<file path="src/rtl/btn_pulse.sv">
// btn_pulse -- push-button conditioner: synchronizer, debouncer and
// press-pulse generator for a downstream counter's increment input.
//
// Parameters
//   DEBOUNCE_CYCLES  consecutive stable synchronized cycles needed to accept
//                    a change of the button level (1..255)
//   REPEAT_DELAY     cycles from the press pulse to the first auto-repeat
//                    pulse (auto-repeat build only)
//   REPEAT_PERIOD    cycles between auto-repeat pulses (auto-repeat build only)
//
// Ports
//   clk     in   system clock, all state changes on the rising edge
//   rst     in   asynchronous active-high reset
//   btn_in  in   raw asynchronous bouncing button level (1 = pressed)
//   level   out  debounced button level, registered
//   pulse   out  one-cycle registered strobe issued on each accepted press
//
// Configuration
//   BTN_PULSE_AUTO_REPEAT_EN  when defined, a held button keeps producing
//                             pulses (REPEAT state and repeat counter exist);
//                             when undefined, one pulse per press only.
module btn_pulse #(
  parameter int DEBOUNCE_CYCLES = 4,
  parameter int REPEAT_DELAY    = 8,
  parameter int REPEAT_PERIOD   = 4
) (
  input  logic clk,
  input  logic rst,
  input  logic btn_in,
  output logic level,
  output logic pulse
);

  localparam int CW = $clog2(DEBOUNCE_CYCLES + 1);
  localparam logic [CW-1:0] CNT_LAST = CW'(DEBOUNCE_CYCLES - 1);

`ifdef BTN_PULSE_AUTO_REPEAT_EN
  // A delay or period of 1 would put two pulses on adjacent cycles; the
  // repeat spacing is clamped to 2 so a low cycle always separates pulses.
  localparam int DLY_EFF = (REPEAT_DELAY  < 2) ? 2 : REPEAT_DELAY;
  localparam int PER_EFF = (REPEAT_PERIOD < 2) ? 2 : REPEAT_PERIOD;
  localparam int RMAX    = (DLY_EFF > PER_EFF) ? DLY_EFF : PER_EFF;
  localparam int RW      = $clog2(RMAX + 1);
  localparam logic [RW-1:0] DLY_LAST = RW'(DLY_EFF - 1);
  localparam logic [RW-1:0] PER_LAST = RW'(PER_EFF - 1);

  typedef enum logic [1:0] {
    IDLE   = 2'd0,
    HELD   = 2'd1,
    REPEAT = 2'd2
  } state_t;

  logic [RW-1:0] rcnt, rcnt_n;
`else
  typedef enum logic {
    IDLE = 1'b0,
    HELD = 1'b1
  } state_t;

  // Repeat timing has no meaning in the single-pulse build.
  logic unused_repeat_cfg;
  assign unused_repeat_cfg = ^{32'(REPEAT_DELAY), 32'(REPEAT_PERIOD)};
`endif

  state_t        state, state_n;
  logic          btn_meta, btn_sync;
  logic [CW-1:0] cnt, cnt_n;
  logic          level_n, pulse_n;
  logic          accept;

  // Debounce: count cycles of disagreement between the synchronized input
  // and the accepted level; any agreement restarts the count, so only a
  // full run of DEBOUNCE_CYCLES disagreeing cycles is accepted.
  always_comb begin
    accept = 1'b0;
    cnt_n  = cnt;
    if (btn_sync == level) begin
      cnt_n = '0;
    end else if (cnt == CNT_LAST) begin
      cnt_n  = '0;
      accept = 1'b1;
    end else begin
      cnt_n = cnt + 1'b1;
    end
  end

  // Next-state and output logic. An accepted release always wins over a
  // repeat pulse due on the same edge.
  always_comb begin
    state_n = state;
    level_n = level;
    pulse_n = 1'b0;
`ifdef BTN_PULSE_AUTO_REPEAT_EN
    rcnt_n  = rcnt;
`endif
    case (state)
      IDLE: begin
        if (accept) begin
          state_n = HELD;
          level_n = 1'b1;
          pulse_n = 1'b1;
`ifdef BTN_PULSE_AUTO_REPEAT_EN
          rcnt_n  = '0;
`endif
        end
      end
      HELD: begin
        if (accept) begin
          state_n = IDLE;
          level_n = 1'b0;
`ifdef BTN_PULSE_AUTO_REPEAT_EN
        end else if (rcnt == DLY_LAST) begin
          state_n = REPEAT;
          pulse_n = 1'b1;
          rcnt_n  = '0;
        end else begin
          rcnt_n  = rcnt + 1'b1;
`endif
        end
      end
`ifdef BTN_PULSE_AUTO_REPEAT_EN
      REPEAT: begin
        if (accept) begin
          state_n = IDLE;
          level_n = 1'b0;
        end else if (rcnt == PER_LAST) begin
          pulse_n = 1'b1;
          rcnt_n  = '0;
        end else begin
          rcnt_n  = rcnt + 1'b1;
        end
      end
`endif
      default: begin
        state_n = IDLE;
        level_n = 1'b0;
      end
    endcase
  end

  always_ff @(posedge clk or posedge rst) begin
    if (rst) begin
      btn_meta <= 1'b0;
      btn_sync <= 1'b0;
      cnt      <= '0;
      state    <= IDLE;
      level    <= 1'b0;
      pulse    <= 1'b0;
`ifdef BTN_PULSE_AUTO_REPEAT_EN
      rcnt     <= '0;
`endif
    end else begin
      btn_meta <= btn_in;
      btn_sync <= btn_meta;
      cnt      <= cnt_n;
      state    <= state_n;
      level    <= level_n;
      pulse    <= pulse_n;
`ifdef BTN_PULSE_AUTO_REPEAT_EN
      rcnt     <= rcnt_n;
`endif
    end
  end

endmodule

</file>
<file path="config.mk">
export PLATFORM = sky130hd
export DESIGN_NAME = btn_pulse
export DESIGN_NICKNAME = d
export VERILOG_FILES = /design/src/rtl/btn_pulse.sv
export SDC_FILE = /design/constraint.sdc
export NUM_CORES = 1
export LEC_CHECK = 0
export BUFFER_PORTS_ARGS = -buffer_cell sky130_fd_sc_hd__buf_4
export CORE_AREA = 3 3 40 42
export CTS_CLUSTER_SIZE = 8
export DETAILED_ROUTE_END_ITERATION = 10
export DIE_AREA = 0 0 43 45
export PLACE_DENSITY = 0.42
export SYNTH_ARGS = -nofsm -noshare
export SYNTH_HDL_FRONTEND = slang
export SYNTH_SLANG_ARGS = --single-unit
</file>
<file path="constraint.sdc">
create_clock -name clk -period 1.37 [get_ports clk]
set_input_delay 0.0685 -clock clk [delete_from_list [all_inputs] [get_ports clk]]
set_output_delay 0.0685 -clock clk [all_outputs]
set_load 0.01 [all_outputs]
</file>
==> metrics.md <==
| Metric | Value |
|---|---|
| Post-synth top area cell | `dfrtp_1` |
| Max Cap Viol | `0` |
| Slew @ Worst Pin | `0.310 ns` |
| Asr flop ratio synth | `1.00` |
| Setup TNS | `0 ns` |
| Clock root buffer master | `clkbuf_4` |
| H-tree Lvls | `1` |
| Crit path kind | `reg2reg` |
| Clk_skew | `between 0.003 and 0.004 ns` |
| GR Overflow Total | `0` |
| Post-CTS setup buffers | `0` |
| Ant. Diodes | `0` |
| Post-route DRC | `0` |
| Vias in the first global route | `a little over 200` |
| Post-DRT Antenna Nets | `0` |
| Cell variety after synth | `10` |
| Worst min path class | `in2async` |
| CTS tree | `built` |
| Chip width | `43 um` |
| Avg WL per Cell | `10.2 um` |
| Layout cells sized above 1 | `0.529` |
| Synth Register Bits | `8` |
| Cell count after synthesis | `23` |
| Leading post-synthesis cells by cell area | `dfrtp_1 (60%), ha_1 (15%), nor2b_1 (5.6%), xnor2_2 (4.9%), nor3b_2 (3.7%)` |
| Worst-Skew Late Latency | `roughly 0.25 ns` |
| Area share of the largest cell type after synthesis | `0.599` |
| Port bufs | `4` |
| Post-placement cell count | `44` |
| Global placement routability congestion | `approximately 0.65` |
| Worst-path fanout max | `2` |
| Final hold viol count | `0` |
| Die H | `45 um` |
| DR vias | `between 150 and 200` |
| Most frequent cells after synthesis | `dfrtp_1 (8), ha_1 (4), nor2b_1 (3), inv_1 (2)` |
| Min Tclk post-route | `around 1.3 ns` |
| Period utilization | `0.959` |
| Clock sink total | `8` |
| Nets | `43` |
| Cell row count | `13` |
| Final Non-Filler Cells | `49` |
| Worst path arrival time | `about 1.5 ns` |
| 1st-iter DRT viols | `0` |
| Relative slew slack | `0.793` |
| Via density | `4.02` |
| Core area | `between 1000 and 1500 um2` |
| Detailed Place HPWL | `~360 um` |
| RSZ-0062 raised after global routing | `yes` |
| Startpoint Class | `flip-flop` |
| CTS buffer count | `3` |
| Fillers | `125` |
| P per Cell Area | `around 1800 nW/um2` |
| Total GRT Usage | `0.0715` |
| Most frequent cell after synthesis | `dfrtp_1` |
| First-pass GRT wire length | `~840 um` |
| Initial core utilization | `0.260` |
| Peak VDD IR | `roughly 0.00068 V` |
| # IOs | `5` |
| Critical Path End Type | `flip-flop` |
| Post-synth EDFFs | `0` |
| Finish-stage setup viols | `0` |
| Clock Path Buffers | `2` |
| Routed WL | `roughly 500 um` |
| Sequential element share of the synthesized area | `0.599` |
| Required @ worst endpoint | `between 1.5 and 2 ns` |
| Syn_area_per_cell | `about 15 um2` |
| Max Slew Vio Count | `0` |
| Largest net degree at the start of global routing | `9` |
| Clk slew on worst S/H paths | `~0.060 ns` |
| Ys Warns | `0` |
| DRT Pass-1 Iters | `1` |
| Status | `complete, no violations` |
| Syn-to-layout area delta | `39.0%` |
| Mapped Nets | `30` |
| Die ar. | `approximately 1900 um2` |
| Main synth FF type | `dfrtp_1` |
| LEAKAGE | `around 0.22 nW` |
| Post-Syn Area | `roughly 330 um2` |
| FMAX | `0.761 GHz` |
| Initial antenna violation count | `0` |
[through the flow]
stage,util,hold WS [ns],power (mW),instance area (um2),worst slack [ns]
6_report,0.361,0.315,0.842,464,0.0559
4_1_cts,0.347,0.320,0.811,445,0.0291
3_5_place_dp,0.310,0.0455,0.607,398,-0.0355
5_1_grt,0.361,0.339,0.923,464,-0.0218
2_1_floorplan,-,-0.116,0.505,334,0.0159
3_3_place_gp,0.310,0.0328,0.597,398,-0.00298
[cell usage in the layout, fill, tap and decap left out]
| cell type | n |
|---|---|
| nor2b_1 | 2 |
| dfrtp_1 | 8 |
| nor3b_2 | 1 |
| buf_4 | 6 |
| ha_2 | 3 |
| nor2b_4 | 1 |
| dlygate4sd3_1 | 2 |
| o21ai_2 | 1 |
| ha_1 | 1 |
| inv_1 | 2 |
| clkbuf_4 | 3 |
| nand2b_1 | 1 |
| o31ai_2 | 1 |
| xnor2_2 | 1 |
| nor3_2 | 1 |
[repair_timing]
| action | 4_1_cts | 5_1_grt |
|---|---|---|
| setup endpoints to repair | 1 | 1 |
| hold buffers | 2 | 0 |
| endpoints found under the hold margin | 9 | 0 |
| gates resized for setup | 3 | 5 |
| pin swaps | 0 | 2 |
| gates cloned | 0 | 0 |
[registers in the layout, indices dropped and copies added (netlist names)]
name / flops
btn_meta: 1
pulse: 1
level: 1
state: 1
btn_sync: 1
cnt: 3
[power by group]
group	switching (mW)	total, mW	internal (mW)
registers	0.0517	0.349	0.298
logic	0.133	0.309	0.176
clock network	0.0833	0.184	0.100
[critical path: stages, from the launching register on]
cell,delay [ns]
dfrtp_1,0.36
ha_2,0.20
nor2b_4,0.15
nand2b_1,0.09
ha_2,0.20
o21ai_2,0.14
o31ai_2,0.07
[final cells by class]
type / count / area (um2) / share of cell area
clock buffers: 3 / 22.5 / 0.0485
inverters: 2 / 7.51 / 0.0162
multi-input cells: 13 / 150 / 0.323
flip-flops and latches: 8 / 200 / 0.431
well taps: 15 / 18.8 / 0.0404
repair buffers: 8 / 65.1 / 0.140
[logic make-up after synthesis]
logic type / Yosys count / share of synthesized area
AO/OA/AOI/OAI: 2 / 0.0374
XOR/XNOR: 1 / 0.0487
adder cells (fa/ha/maj): 4 / 0.150
buffers and inverters: 2 / 0.0225
flip-flops: 8 / 0.599
AND/OR/NAND/NOR: 6 / 0.142
[worst paths after layout]
check                                   startpoint  slack, ns  depth (start not counted)                 end
worst max-delay path              cnt[0]$_DFF_PP0_       0.06                          6   level$_DFFE_PP0P_
worst min-delay path                           rst       0.31                          3  btn_meta$_DFF_PP0_
worst max register to register    cnt[0]$_DFF_PP0_       0.06                          6   level$_DFFE_PP0P_
worst min register to register  btn_meta$_DFF_PP0_       0.35                          0  btn_sync$_DFF_PP0_
max in group asynchronous                      rst       0.82                          3    cnt[2]$_DFF_PP0_
min in group clk                btn_meta$_DFF_PP0_       0.35                          0  btn_sync$_DFF_PP0_
[metal layers]
| metal | vias up | global-route usage | part of all wire |
|---|---|---|---|
| li1 | 97 | - | - |
| met1 | 92 | 0.0720 | 0.46 |
| met2 | 6 | 0.0868 | 0.46 |
| met3 | 2 | 0.0359 | 0.052 |
| met4 | 0 | 0.108 | 0.028 |
| met5 | - | 0 | 0 |
Power figures use the tool's default switching activity.
